===== src/rtl/pb_event_pkg.sv =====
// Shared types for the push-button gesture classifier: FSM states, event codes
// and the timer sizing helper.
package pb_event_pkg;

    typedef enum logic [2:0] {
        IDLE   = 3'd0,
        PRESS1 = 3'd1,
        GAP    = 3'd2,
        PRESS2 = 3'd3,
        LONG   = 3'd4
    } state_t;

    // Compact event code for a downstream event FIFO.
    typedef enum logic [2:0] {
        EV_NONE   = 3'd0,
        EV_SHORT  = 3'd1,
        EV_LONG   = 3'd2,
        EV_REPEAT = 3'd3,
        EV_DOUBLE = 3'd4
    } ev_code_t;

    // Bits needed to hold the largest of the three cycle limits.
    function automatic int timer_width(input int long_cycles,
                                       input int gap_cycles,
                                       input int repeat_cycles);
        int m;
        m = long_cycles;
        if (gap_cycles > m)    m = gap_cycles;
        if (repeat_cycles > m) m = repeat_cycles;
        return $clog2(m + 1);
    endfunction

endpackage


===== src/rtl/pb_event_classifier.sv =====
// Classifies debounced press/release pulses into short, long, repeat and double events.
// Latency: events decided in cycle N appear registered in cycle N+1 for one cycle.
// Backpressure: none; pulses are fire-and-forget, the consumer must sample every cycle.
module pb_event_classifier
    import pb_event_pkg::*;
#(
    parameter int LONG_CYCLES   = 50_000_000,
    parameter int GAP_CYCLES    = 25_000_000,
    parameter int REPEAT_CYCLES = 10_000_000
) (
    input  logic clk,
    input  logic rst,
    input  logic pressed_pulse,
    input  logic released_pulse,
    output logic short_o,
    output logic long_o,
    output logic repeat_o,
    output logic double_o,
    output logic hold_o
);

    localparam int TW = timer_width(LONG_CYCLES, GAP_CYCLES, REPEAT_CYCLES);

    localparam logic [TW-1:0] LONG_LIM   = TW'(LONG_CYCLES - 1);
    localparam logic [TW-1:0] GAP_LIM    = TW'(GAP_CYCLES - 1);
    localparam logic [TW-1:0] REPEAT_LIM = TW'(REPEAT_CYCLES - 1);

    state_t          state;
    state_t          state_nxt;
    logic [TW-1:0]   timer;
    logic [TW-1:0]   timer_nxt;
    logic            short_nxt;
    logic            long_nxt;
    logic            repeat_nxt;
    logic            double_nxt;
    logic            hold_nxt;
    logic            press_eff;

    // A release in the same cycle as a press always wins; the press is dropped.
    assign press_eff = pressed_pulse & ~released_pulse;

    always_comb begin
        state_nxt  = state;
        timer_nxt  = timer + 1'b1;
        short_nxt  = 1'b0;
        long_nxt   = 1'b0;
        repeat_nxt = 1'b0;
        double_nxt = 1'b0;

        case (state)
            IDLE: begin
                timer_nxt = '0;
                if (press_eff) begin
                    state_nxt = PRESS1;
                end
            end
            PRESS1: begin
                if (released_pulse) begin
                    state_nxt = GAP;
                end else if (timer == LONG_LIM) begin
                    state_nxt = LONG;
                    long_nxt  = 1'b1;
                end
            end
            GAP: begin
                if (press_eff) begin
                    state_nxt = PRESS2;
                end else if (timer == GAP_LIM) begin
                    state_nxt = IDLE;
                    short_nxt = 1'b1;
                end
            end
            PRESS2: begin
                // Holding the second press long still reports the first click.
                if (released_pulse) begin
                    state_nxt  = IDLE;
                    double_nxt = 1'b1;
                end else if (timer == LONG_LIM) begin
                    state_nxt = LONG;
                    short_nxt = 1'b1;
                    long_nxt  = 1'b1;
                end
            end
            LONG: begin
                if (released_pulse) begin
                    state_nxt = IDLE;
                end else if (timer == REPEAT_LIM) begin
                    repeat_nxt = 1'b1;
                    timer_nxt  = '0;
                end
            end
            default: begin
                state_nxt = IDLE;
                timer_nxt = '0;
            end
        endcase

        if (state_nxt != state) begin
            timer_nxt = '0;
        end

        hold_nxt = (state_nxt == LONG);
    end

    always_ff @(posedge clk or negedge rst) begin
        if (!rst) begin
            state    <= IDLE;
            timer    <= '0;
            short_o  <= 1'b0;
            long_o   <= 1'b0;
            repeat_o <= 1'b0;
            double_o <= 1'b0;
            hold_o   <= 1'b0;
        end else begin
            state    <= state_nxt;
            timer    <= timer_nxt;
            short_o  <= short_nxt;
            long_o   <= long_nxt;
            repeat_o <= repeat_nxt;
            double_o <= double_nxt;
            hold_o   <= hold_nxt;
        end
    end

endmodule

===== config.mk =====
export PLATFORM = sky130hd
export DESIGN_NAME = pb_event_classifier
export DESIGN_NICKNAME = d
export VERILOG_FILES = /design/src/rtl/pb_event_pkg.sv /design/src/rtl/pb_event_classifier.sv
export SDC_FILE = /design/constraint.sdc
export NUM_CORES = 1
export LEC_CHECK = 0
export ABC_AREA = 0
export CAP_MARGIN = 15
export CORE_MARGIN = 2
export CORE_UTILIZATION = 26
export DETAILED_ROUTE_END_ITERATION = 10
export DONT_BUFFER_PORTS = 1
export GPL_TIMING_DRIVEN = 0
export PLACE_DENSITY = 0.41
export SLEW_MARGIN = 5
export SYNTH_ARGS = -nofsm -noshare
export SYNTH_HDL_FRONTEND = slang
export SYNTH_SLANG_ARGS = --single-unit

===== constraint.sdc =====
create_clock -name clk -period 2.4 [get_ports clk]
set_clock_uncertainty 0.15 [all_clocks]
set_input_delay 0.36 -clock clk [delete_from_list [all_inputs] [get_ports clk]]
set_output_delay 0.36 -clock clk [all_outputs]
set_load 0.005 [all_outputs]

### Word level (Yosys, flattened, before mapping)

Index checks and enable logic that the tools add are counted.

* flip-flop bits (word level): 34

* add/sub/neg operators: 1
* equality and inequality tests: 9
* multiplexer cells: 23
* bitwise gates (word level): 2
* reductions and logical operators: 3

Operators with widths (number)
* 26-bit 2-to-1 mux: 3
* 26-bit case mux with 2 select lines: 1
* 26-bit by 1-bit adder with 26-bit output, second input constant: 1
* 26-bit by 24-bit equality test with 1-bit output, second input constant: 1
* 26-bit by 25-bit equality test with 1-bit output, second input constant: 1
* 26-bit equality test, second input constant: 1
* 3-bit 2-to-1 mux: 7
* 3-bit case mux with 5 select lines: 1
* 1-bit 2-to-1 mux: 10
* 3-bit by 2-bit equality test with 1-bit output, second input constant: 2
* 3-bit equality test, second input constant: 2
* 3-bit by 1-bit equality test with 1-bit output, second input constant: 1
* 3-bit zero test: 1
* 3-bit inequality test: 1
* 3-bit OR reduction: 1
* 1-bit case mux with 2 select lines: 1
* 2-bit OR reduction: 1
* 1-bit bitwise AND: 1
* 1-bit inverter: 1

### Depth between registers and ports, before layout

* depth after elaboration: 6
* mapped depth: 7

### Least setup slack after synthesis

Ideal clock, no wire load.

* path kind: register to register
* start: reg timer[0]
* end: reg timer[5]
* arrival: 1.859 ns
* required time: 2.128 ns
* slack: 0.269 ns
* stages on the path, launching flop included: 8
* clock period less this slack: 2.131 ns
* path through: dfrtp_1 ha_1 nand4_4 nor4_2 nor4b_4 nand3b_4 buf_8 a21oi_1

* word-level cells in the longest chain between the ends: 6
* elaborated cells on any way between the ends: 15
* classes of those cells: add/sub: 1; eq/ne: 4; mux: 10

RTL lines
* from (decl): RTL line pb_event_classifier.sv:30 `logic [TW-1:0] timer;`
* from (signal assigned): RTL line pb_event_classifier.sv:116 `timer <= timer_nxt;`
* parallel branches: the longest is 5 deep, another holds 26-bit by 1-bit adder with 26-bit output
* 26-bit 2-to-1 mux *: RTL line pb_event_classifier.sv:98 `if (state_nxt != state) begin`
* via timer_nxt[5]: RTL line pb_event_classifier.sv:31 `logic [TW-1:0] timer_nxt;`

Mark *: on every way through the listed nets, which the timed path passes.

### Final worst setup path

* start: reg timer[0]
* end: reg state[1]

* word-level cells in the longest chain between the ends: 4
* elaborated cells on any way between the ends: 8
* classes of those cells: eq/ne: 2; mux: 6

RTL lines
* 26-bit equality test / 26-bit by 25-bit equality test with 1-bit output (equally long branches): RTL line pb_event_classifier.sv:60, pb_event_classifier.sv:78, pb_event_classifier.sv:68
* 3-bit 2-to-1 mux, on equally long branches: RTL line pb_event_classifier.sv:60, pb_event_classifier.sv:78, pb_event_classifier.sv:68
* 3-bit 2-to-1 mux, on equally long branches: RTL line pb_event_classifier.sv:75, pb_event_classifier.sv:66, pb_event_classifier.sv:58
* 3-bit case mux with 5 select lines *: RTL line pb_event_classifier.sv:50 `case (state)`
* via state_nxt[1]: RTL line pb_event_classifier.sv:29 `state_t state_nxt;`
* to (signal assigned): RTL line pb_event_classifier.sv:115 `state <= state_nxt;`
* to (decl): RTL line pb_event_classifier.sv:28 `state_t state;`

The timed path passes the listed nets; every way through them passes the cells marked *.

==> metrics.log <==
[metrics] floorplan core area: 0.006869 mm2
[metrics] Unique masters post-synth: 40
[metrics] CTS Sinks: 34
[metrics] instance count of the mapped netlist: 178
[metrics] Starting DRT DRC Count: 92
[metrics] Post-synth top cells: 34 x dfrtp_1, 28 x a21oi_1, 16 x xor2_1, 13 x nand3_1
[metrics] weighted congestion at the end of routability-driven global placement: 0.7678
[metrics] I/O Buffers: 0
[metrics] top achievable clock speed: 438.2 MHz
[metrics] Clock Path Buffers: 2
[metrics] share of the clock period used by the worst path: 95.08%
[metrics] Final Hold Vio Count: 0
[metrics] register bit count reported by yosys: 34
[metrics] leakage power figure: 0.9235 nW
[metrics] final max-slew violation count: 0
[metrics] row count: 30
[metrics] worst hold slack: 125.9 ps
[metrics] standard cell with the maximum stage delay on the critical path: or4b_2
[metrics] global-route wire length before repair: 7127 um
[metrics] ranking of synthesized cells by area: dfrtp_1 46%, a21oi_1 7.5%, xor2_1 7.5%, xnor2_1 3.8%, nand3_1 3.5%
[metrics] Post-Synthesis Net Count: 183
[metrics] Min-Delay Path Class: input pin to flip-flop
[metrics] summed instance area of the synthesized netlist: 0.001866 mm2
[metrics] final setup fails: 0
[metrics] fraction of final layout cells with drive strength greater than 1: 16.67%
[metrics] type of the setup path with the least slack: flip-flop to flip-flop
[metrics] fraction of registers with async set/reset: 100.0%
[metrics] endpoint arrival time on the critical path: 2340 ps
[metrics] library cell with the highest instance count after synthesis: dfrtp_1
[metrics] kind of start point of the critical path: flip-flop
[metrics] Post-Route Setup TNS: 0 ps
[metrics] Non-Filler Instances: 288
[metrics] worst rel slew slack: 68.10%
[metrics] number of antenna violations at the first check in global routing: 0
[metrics] Worst-path clk slew: 80 ps
[metrics] TritonCTS Buffers: 5
[metrics] top cell type's share of synthesized area: 45.61%
[metrics] Largest stage delay, worst path: 630 ps
[metrics] first-pass iteration count of the detailed router: 4
[metrics] mean cell area of the mapped netlist: 10.48 um2
[metrics] nature of the critical path endpoint: flip-flop
[metrics] CP Max Fanout: 6
[metrics] number of remaining DRC errors: 0
[metrics] TritonCTS clock tree: yes
[metrics] run status: complete, no violations
[metrics] Pwr per Cell Area: 562.6 mW/mm2
[metrics] chip height: 88.71 um
[metrics] post-detailed-route count of antenna-violating nets: 0
[metrics] all-layer global routing usage: 11.86%
[metrics] Clock Latency Late Sink: 290 ps
[metrics] largest area contributor in the netlist: dfrtp_1
[metrics] average wire length per cell after detail routing: 14.59 um
[metrics] die extent in x: 88.71 um
[metrics] detail-routed via count per cell: 4.830
[metrics] Synth-to-Final Area Change: 17.44%
[metrics] Boundary Pins: 9
[metrics] number of cells in the design after placement: 274
[metrics] total half-perimeter wirelength after legalization and detailed placement: 3003 um
[metrics] required arrival time at the worst endpoint: 2460 ps
[metrics] shortest period the worst path allows: 2282 ps
[metrics] DRT Wirelength: 4202 um
[metrics] transition time at the pin with the least slew margin: 474.9 ps
[metrics] number of nets in the layout: 196
[metrics] starting utilization of the core area: 27.16%
[metrics] maximum capacitance violations: 0
[metrics] DIE AREA: 0.007869 mm2
[metrics] root cell of the clock tree: clkbuf_8
[metrics] H-tree levels: 2
[metrics] residual overflow from global routing: 0
[metrics] largest net degree at the start of global routing: 35
[metrics] Worst VDD drop: 0.1625 mV
[metrics] cell-by-cell listing of the critical path: ha_1 > nand4_4 > nor4_4 > nor4b_4 > buf_4 > or4b_2 > a31oi_1
[metrics] number of global-route vias before repair: 1463
[metrics] number of synthesized flops with an enable pin: 0
[metrics] sequential element share of the synthesized area: 45.61%
[metrics] DR vias: 1391
[metrics] commonest register cell after synthesis: dfrtp_1
[metrics] RSZ-0062 raised after global routing: no
[metrics] antenna cells: 0
[metrics] Yosys warning count: 0
-- kinds of logic (layout without fill, tap and decap cells) --
group	count (synthesis)	in the layout	synth area share, %
AND/OR/NAND/NOR	76	76	28.50
AO/OA/AOI/OAI	34	34	10.06
buffers and inverters	9	23	3.890
flip-flops	34	34	45.61
XOR/XNOR	24	24	11.27
adder cells (fa/ha/maj)	1	1	0.6706
-- report_power, final --
group	leakage (nW)	internal (mW)	switching, mW	total (mW)
logic	0.396	0.0552	0.0787	0.134
registers	0.470	0.586	0.0153	0.601
clock network	0.0575	0.290	0.208	0.498
-- metal layers --
layer / part of all wire [%] / routed length (um) / track usage [%]
met1: 45 / 1886 / 14.22
met2: 49 / 2077 / 20.01
met3: 4.7 / 198 / 3.451
met4: 0.90 / 38 / 4.545
met5: 0 / 0 / 0
-- state kept, by name (all words and copies together), names as in the netlist --
name      cells
hold_o        1
double_o      1
long_o        1
short_o       1
state         3
repeat_o      1
timer        26
-- stage by stage --
step | setup WS (ps) | utilization (%) | power (mW) | area (um2)
2_1_floorplan | 268.6 | - | 0.6861 | 1866
3_3_place_gp | -100.1 | 28.91 | 0.7061 | 1986
3_5_place_dp | -137.5 | 28.91 | 0.7120 | 1986
4_1_cts | 44.28 | 31.31 | 1.234 | 2151
5_1_grt | 6.275 | 31.89 | 1.285 | 2191
6_report | 118.0 | 31.89 | 1.233 | 2191
-- worst max-delay path, delay by kind of cell (launching register included) --
kind	cells	cell delay [ps]
compound gates	1	190
flops	1	410
simple gates	4	1030
fa+ha+maj	1	270
buf+inv	1	160
-- layout by cell type (no fill, tap or decap), types with 2 or more instances in the layout --
| master | n |
|---|---|
| dfrtp_1 | 34 |
| a21oi_1 | 28 |
| xor2_1 | 16 |
| nand3_1 | 13 |
| nor2_1 | 10 |
| nand2_1 | 10 |
| nand4_1 | 8 |
| xnor2_1 | 8 |
| clkbuf_8 | 8 |
| and3_1 | 6 |
| nand3b_1 | 3 |
| nor4_4 | 3 |
| buf_4 | 3 |
| clkbuf_1 | 2 |
| nand4b_1 | 2 |
| nand4bb_1 | 2 |
| nor2b_1 | 2 |
| or2_2 | 2 |
| nor3_1 | 2 |
| inv_1 | 2 |
| buf_6 | 2 |
| buf_8 | 2 |
| buf_12 | 2 |
-- cell type report --
class	count	area, um2
plain buffers	7	65.06
clock buffers	8	110.1
fillers	714	4678
inverters	2	7.507
multi-input cells	135	964.7
flip-flops and latches	34	850.8
well taps	96	120.1
repair buffers	6	72.57
-- path summary, 6_finish.rpt --
path	from	end	slack [ps]	depth (start not counted)
setup / recovery	timer[0]$_DFF_PN0_	state[1]$_DFF_PN0_	120	7
hold / removal	pressed_pulse	state[0]$_DFF_PN0_	130	2
setup reg to reg	timer[0]$_DFF_PN0_	state[1]$_DFF_PN0_	120	7
hold reg to reg	timer[0]$_DFF_PN0_	timer[0]$_DFF_PN0_	330	1
max in group asynchronous	rst	timer[0]$_DFF_PN0_	1530	2
min in group asynchronous	rst	long_o$_DFF_PN0_	350	2
-- timing repair --
item | CTS | global route
hold buffers | 2 | 0
pin swaps | 0 | 3
buffers inserted | 1 | 3
setup endpoints to repair | 26 | 24
resized for setup | 2 | 1
hold endpoints to repair | 34 | 0
Power figures use the tool's default switching activity.
